`src/rtl/seq_digit_sub_pkg.sv`:
```
// seq_digit_sub_pkg: shared FSM state encodings and digit-count helper
package seq_digit_sub_pkg;

    typedef enum logic [1:0] {
        S_IDLE = 2'd0,
        S_RUN  = 2'd1,
        S_DONE = 2'd2
    } state_t;

    function automatic int ndig(input int width, input int digit);
        return width / digit;
    endfunction

endpackage

```
`src/rtl/seq_digit_sub_if.sv`:
```
// seq_digit_sub_if: start/done request bus carrying operands and results
interface seq_digit_sub_if #(parameter int WIDTH = 16);
    logic             start;
    logic [WIDTH-1:0] a;
    logic [WIDTH-1:0] b;
    logic             bin;
    logic             busy;
    logic             done;
    logic [WIDTH-1:0] d;
    logic             bout;
    logic             ovf;

    modport master (output start, a, b, bin, input busy, done, d, bout, ovf);
    modport slave  (input start, a, b, bin, output busy, done, d, bout, ovf);
endinterface

```
`src/rtl/seq_digit_sub_fs_digit.sv`:
```
// seq_digit_sub_fs_digit: DIGIT-wide ripple full-subtractor built from half-subtractor pairs
module seq_digit_sub_fs_digit #(parameter int DIGIT = 4) (
    input  logic [DIGIT-1:0] x,
    input  logic [DIGIT-1:0] y,
    input  logic             bi,
    output logic [DIGIT-1:0] diff,
    output logic             bo
);
    logic [DIGIT:0] br;

    assign br[0] = bi;
    assign bo    = br[DIGIT];

    for (genvar i = 0; i < DIGIT; i++) begin : g_bit
        logic hd, hb1, hb2;
        assign hd        = x[i] ^ y[i];
        assign hb1       = ~x[i] & y[i];
        assign diff[i]   = hd ^ br[i];
        assign hb2       = ~hd & br[i];
        assign br[i+1]   = hb1 | hb2;
    end
endmodule

```
`src/rtl/seq_digit_sub.sv`:
```
// seq_digit_sub: digit-serial a - b - bin with registered borrow chain and start/done handshake
module seq_digit_sub
    import seq_digit_sub_pkg::*;
#(
    parameter int WIDTH = 16,
    parameter int DIGIT = 4
) (
    input logic           clk,
    input logic           rst,
    seq_digit_sub_if.slave bus
);
    localparam int NDIG = ndig(WIDTH, DIGIT);
    localparam int CW = (NDIG > 1) ? $clog2(NDIG) : 1;
    localparam logic [CW-1:0] LAST = CW'(NDIG - 1);

    state_t           state, state_n;
    logic [CW-1:0]    cnt;
    logic [WIDTH-1:0] a_r, b_r, d_r;
    logic             br, bout_r, ovf_r;
    logic [DIGIT-1:0] dd;
    logic             bo, last, accept;

    assign last   = (cnt == LAST);
    assign accept = bus.start && (state != S_RUN);

    seq_digit_sub_fs_digit #(.DIGIT(DIGIT)) u_fs_digit (
        .x    (a_r[cnt*DIGIT +: DIGIT]),
        .y    (b_r[cnt*DIGIT +: DIGIT]),
        .bi   (br),
        .diff (dd),
        .bo   (bo)
    );

    // next state: RUN until the last digit, then a one-cycle DONE that may restart
    always_comb begin
        state_n = (state == S_RUN) ? (last ? S_DONE : S_RUN) : (bus.start ? S_RUN : S_IDLE);
    end

    // state register
    always_ff @(posedge clk) begin
        if (rst) state <= S_IDLE;
        else     state <= state_n;
    end

    // operand latch on accept, then one digit per RUN cycle into the result register
    always_ff @(posedge clk) begin
        if (rst) begin
            cnt    <= '0;
            a_r    <= '0;
            b_r    <= '0;
            br     <= 1'b0;
            d_r    <= '0;
            bout_r <= 1'b0;
            ovf_r  <= 1'b0;
        end else if (accept) begin
            cnt <= '0;
            a_r <= bus.a;
            b_r <= bus.b;
            br  <= bus.bin;
        end else if (state == S_RUN) begin
            d_r[cnt*DIGIT +: DIGIT] <= dd;
            br  <= bo;
            cnt <= last ? '0 : cnt + 1'b1;
            if (last) begin
                bout_r <= bo;
                ovf_r  <= (a_r[WIDTH-1] != b_r[WIDTH-1]) && (dd[DIGIT-1] != a_r[WIDTH-1]);
            end
        end
    end

    assign bus.busy = (state == S_RUN);
    assign bus.done = (state == S_DONE);
    assign bus.d    = d_r;
    assign bus.bout = bout_r;
    assign bus.ovf  = ovf_r;
endmodule

```
`src/flat_wrapper.sv`:
```
// flat-port wrapper written by rule: the top's interface ports become plain ports
module seq_digit_sub_flat import seq_digit_sub_pkg::*;
#(
    parameter int WIDTH = 16,
    parameter int DIGIT = 4
)
  (clk, rst, bus_start, bus_a, bus_b, bus_bin, bus_busy, bus_done, bus_d, bus_bout, bus_ovf);
  seq_digit_sub_if #(.WIDTH(WIDTH)) bus_i ();
  input logic clk;
  input logic rst;
  input wire logic [$bits(bus_i.start)-1:0] bus_start;
  input wire logic [$bits(bus_i.a)-1:0] bus_a;
  input wire logic [$bits(bus_i.b)-1:0] bus_b;
  input wire logic [$bits(bus_i.bin)-1:0] bus_bin;
  output wire logic [$bits(bus_i.busy)-1:0] bus_busy;
  output wire logic [$bits(bus_i.done)-1:0] bus_done;
  output wire logic [$bits(bus_i.d)-1:0] bus_d;
  output wire logic [$bits(bus_i.bout)-1:0] bus_bout;
  output wire logic [$bits(bus_i.ovf)-1:0] bus_ovf;
  assign bus_i.start = bus_start;
  assign bus_i.a = bus_a;
  assign bus_i.b = bus_b;
  assign bus_i.bin = bus_bin;
  assign bus_busy = bus_i.busy;
  assign bus_done = bus_i.done;
  assign bus_d = bus_i.d;
  assign bus_bout = bus_i.bout;
  assign bus_ovf = bus_i.ovf;
  seq_digit_sub #(.WIDTH(WIDTH), .DIGIT(DIGIT)) u_core (.clk(clk), .rst(rst), .bus(bus_i));
endmodule
```
`config.mk`:
```
export PLATFORM = sky130hd
export DESIGN_NAME = seq_digit_sub_flat
export DESIGN_NICKNAME = d
export VERILOG_FILES = /design/src/rtl/seq_digit_sub_pkg.sv /design/src/rtl/seq_digit_sub_if.sv /design/src/rtl/seq_digit_sub_fs_digit.sv /design/src/rtl/seq_digit_sub.sv /design/src/flat_wrapper.sv
export SDC_FILE = /design/constraint.sdc
export NUM_CORES = 1
export LEC_CHECK = 0
export ABC_CLOCK_PERIOD_IN_PS = 3900
export BUFFER_PORTS_ARGS = -buffer_cell sky130_fd_sc_hd__buf_2
export CORE_MARGIN = 3
export CORE_UTILIZATION = 30
export CTS_CLUSTER_SIZE = 16
export DETAILED_ROUTE_END_ITERATION = 7
export GPL_ROUTABILITY_DRIVEN = 0
export GPL_TIMING_DRIVEN = 0
export PLACE_DENSITY_LB_ADDON = 0.15
export REMOVE_ABC_BUFFERS = 1
export SKIP_LAST_GASP = 1
export SLEW_MARGIN = 10
export SYNTH_ARGS = -nofsm -noshare
export SYNTH_HDL_FRONTEND = slang
export SYNTH_SLANG_ARGS = --single-unit
export TNS_END_PERCENT = 50
```
`constraint.sdc`:
```
create_clock -name clk -period 3.9 [get_ports clk]
set_clock_uncertainty 0.1 [all_clocks]
set_input_delay 0.78 -clock clk [delete_from_list [all_inputs] [get_ports clk]]
set_output_delay 0.78 -clock clk [all_outputs]
set_load 0.01 [all_outputs]
```
==> metrics <==
FF/Latch Area=1100 um2; Max VDD drop=157 uV; unrepaired setup endpoints after global routing=false; Layout area overhead=14.5%; core box area=8260 um2; worst hold path class=reg -> reg; Min-Delay Endpoint=u_core.bus.d[4]; die width=98.6 um; Clock transition at path regs=90 ps; WP data required=4030 ps; initial DRC count=82; area occupied by multi-input gates=1290 um2; critical path startpoint=u_core.cnt[0]; Cells after DPL=413; GRT overflow=0; status=finished clean; Die Span Y=98.6 um; total track usage=0.128; Fin Hold WS=353 ps; worst-path maximum fanout=16; FP Rows=33; IO Count=56; setup_tns=0 ps; initial core utilization=0.311; DPL Wire Length=3.83 mm; post-cts repair resize count=1; detailed-route DRC error count=0; CTS tree=built; R2R Setup Slk=280 ps; Setup WS post-layout=283 ps; path depth of the worst reg2reg path=10; Place WS=-65.4 ps; worst-margin pin slew=1090 ps; crit path kind=reg -> reg; Via Count=2106; RR Endpoint=u_core.bus.d[11]; # setup viols final=0; wire per inst=14.4 um; PortBufs=55; first-pass GRT wire length=10.2 mm; Hold Vio Cnt, Final=0; Post-CTS Setup Bufs=0; Worst Hold Launch=u_core.bus.d[4]; fin crit period=3620 ps; Core Util, Final=0.357; initial antenna violation count=0; Yosys cell types=37; worst path arrival time=3740 ps; final WL=6.07 mm; fill count=891; fin crit share=0.927; hold depth=2; crit start category=flop; Max-Cap Viols=0; Seq/Total Area, Yosys=0.428; Num Clock Sinks=55; CTS H-Tree Depth=2; root buffer cell=clkbuf_8; warnings from Yosys=0; max-slew violation count=0; drt via density=5.00; antenna-violating nets left=0; Post-CTS Hold Fix Bufs=0; Power per Cell Area=370 nW/um2; reg2reg start=u_core.cnt[0]; Worst-Skew Late Latency=310 ps; share of cells above drive strength 1=0.241; largest net degree at the start of global routing=60; Worst slew margin=0.272; Seq cells post-synth=55; vias in the first global route=2079; Layout Cells excl Fill=421; synthesized area=2570 um2; maximum clock rate=0.276 GHz; Synth Area per Inst=9.28 um2; DRT Pass-1 Iters=4; Syn Inst Count=277; Longest Clk Path Bufs=2; layout net count=361; Num CTS Buffers=5; Antenna diodes=0; Die Area=9720 um2; total leakage power=1.14 nW; CP Capture Type=flop
-- state kept, by name (all words and copies together), names as in the netlist --
name	count
u_core.state	2
u_core.br	1
u_core.bus.bout	1
u_core.a_r	16
u_core.b_r	16
u_core.bus.ovf	1
u_core.cnt	2
u_core.bus.d	16
-- cells in the final DEF, fill, tap and decap left out, drive strengths merged, types with 2 or more instances in the layout --
| master | instances |
|---|---|
| o32ai | 12 |
| or2 | 2 |
| nor3 | 2 |
| buf | 55 |
| dfxtp | 55 |
| fa | 4 |
| nor2 | 3 |
| nand4b | 2 |
| ha | 6 |
| nand4 | 3 |
| nand2 | 10 |
| a21oi | 39 |
| nand2b | 8 |
| clkbuf | 7 |
| nand3 | 33 |
| a221oi | 2 |
| o21ai | 32 |
| inv | 18 |
| and2 | 3 |
| nand3b | 4 |
| mux4 | 8 |
-- metrics by stage --
step	total power, mW	cell area, um2
final	1.09	2940
after global routing	1.15	2940
after CTS	1.11	2940
after detailed placement	0.799	2860
after global placement	0.797	2860
after floorplan	0.722	2450
-- critical path: stages (launching register included) --
cell	delay (ps)
dfxtp_2	640
mux4_1	620
inv_1	100
fa_1	160
inv_1	50
fa_1	380
fa_1	370
inv_1	90
fa_1	460
or2_2	370
o32ai_2	210
-- where the power goes --
part / total, mW / switching (mW) / internal, mW
sequential: 0.606 / 0.0178 / 0.588
clock: 0.307 / 0.180 / 0.127
combinational: 0.176 / 0.103 / 0.0731
-- synthesized netlist by cell type (all sizes together) --
master / count / area (um2)
dfxtp: 55 / 1100
a21oi: 39 / 195
nand3: 33 / 165
o21ai: 32 / 160
inv: 18 / 67.6
clkbuf: 16 / 61.3
o32ai: 12 / 113
nand2: 10 / 37.5
buf: 8 / 55.1
mux4: 8 / 188
nand2b: 8 / 57.6
ha: 6 / 75.1
fa: 4 / 80.1
nand3b: 4 / 42.5
and2: 3 / 18.8
nand4: 3 / 18.8
nor2: 3 / 11.3
a221oi: 2 / 23.8
nand4b: 2 / 17.5
nor3: 2 / 10.0
or2: 2 / 12.5
a211oi: 1 / 7.51
and2b: 1 / 7.51
and3b: 1 / 8.76
and4bb: 1 / 12.5
mux2i: 1 / 10.0
nor3b: 1 / 7.51
or3: 1 / 6.26
-- worst max path at each step --
stage | to | slack [ps] | cells past startpoint
after floorplan | u_core.bus.d[11] | 420 | 10
after global placement | u_core.bus.d[11] | -60 | 10
after detailed placement | u_core.bus.d[11] | -70 | 10
after CTS | u_core.bus.d[11] | 230 | 10
after global routing | u_core.bus.d[11] | 130 | 10
final | u_core.bus.d[11] | 280 | 10
-- cells by family (layout without fill, tap and decap cells) --
group / Yosys count / after routing / synth area share
compound gates: 86 / 86 / 0.194
simple gates: 75 / 75 / 0.169
flops: 55 / 55 / 0.428
buf+inv: 42 / 81 / 0.0715
fa+ha+maj: 10 / 10 / 0.0603
mux: 9 / 9 / 0.0769
-- cell type report --
cell class	instances	area share
Timing Repair Buffer	55	0.0935
Inverter	18	0.0229
Tap cell	105	0.0446
Sequential cell	55	0.374
Multi-Input combinational cell	180	0.437
Clock buffer	7	0.0259
Clock inverter	1	0.00170
-- routing by layer --
layer  part of all wire  up-vias  track usage
met4             0.0094        0       0.0347
met2               0.45       47        0.200
met3              0.045        5       0.0276
met5                  0        -            0
met1               0.49      980        0.179
li1                   -     1074            -
Power figures use the tool's default switching activity.
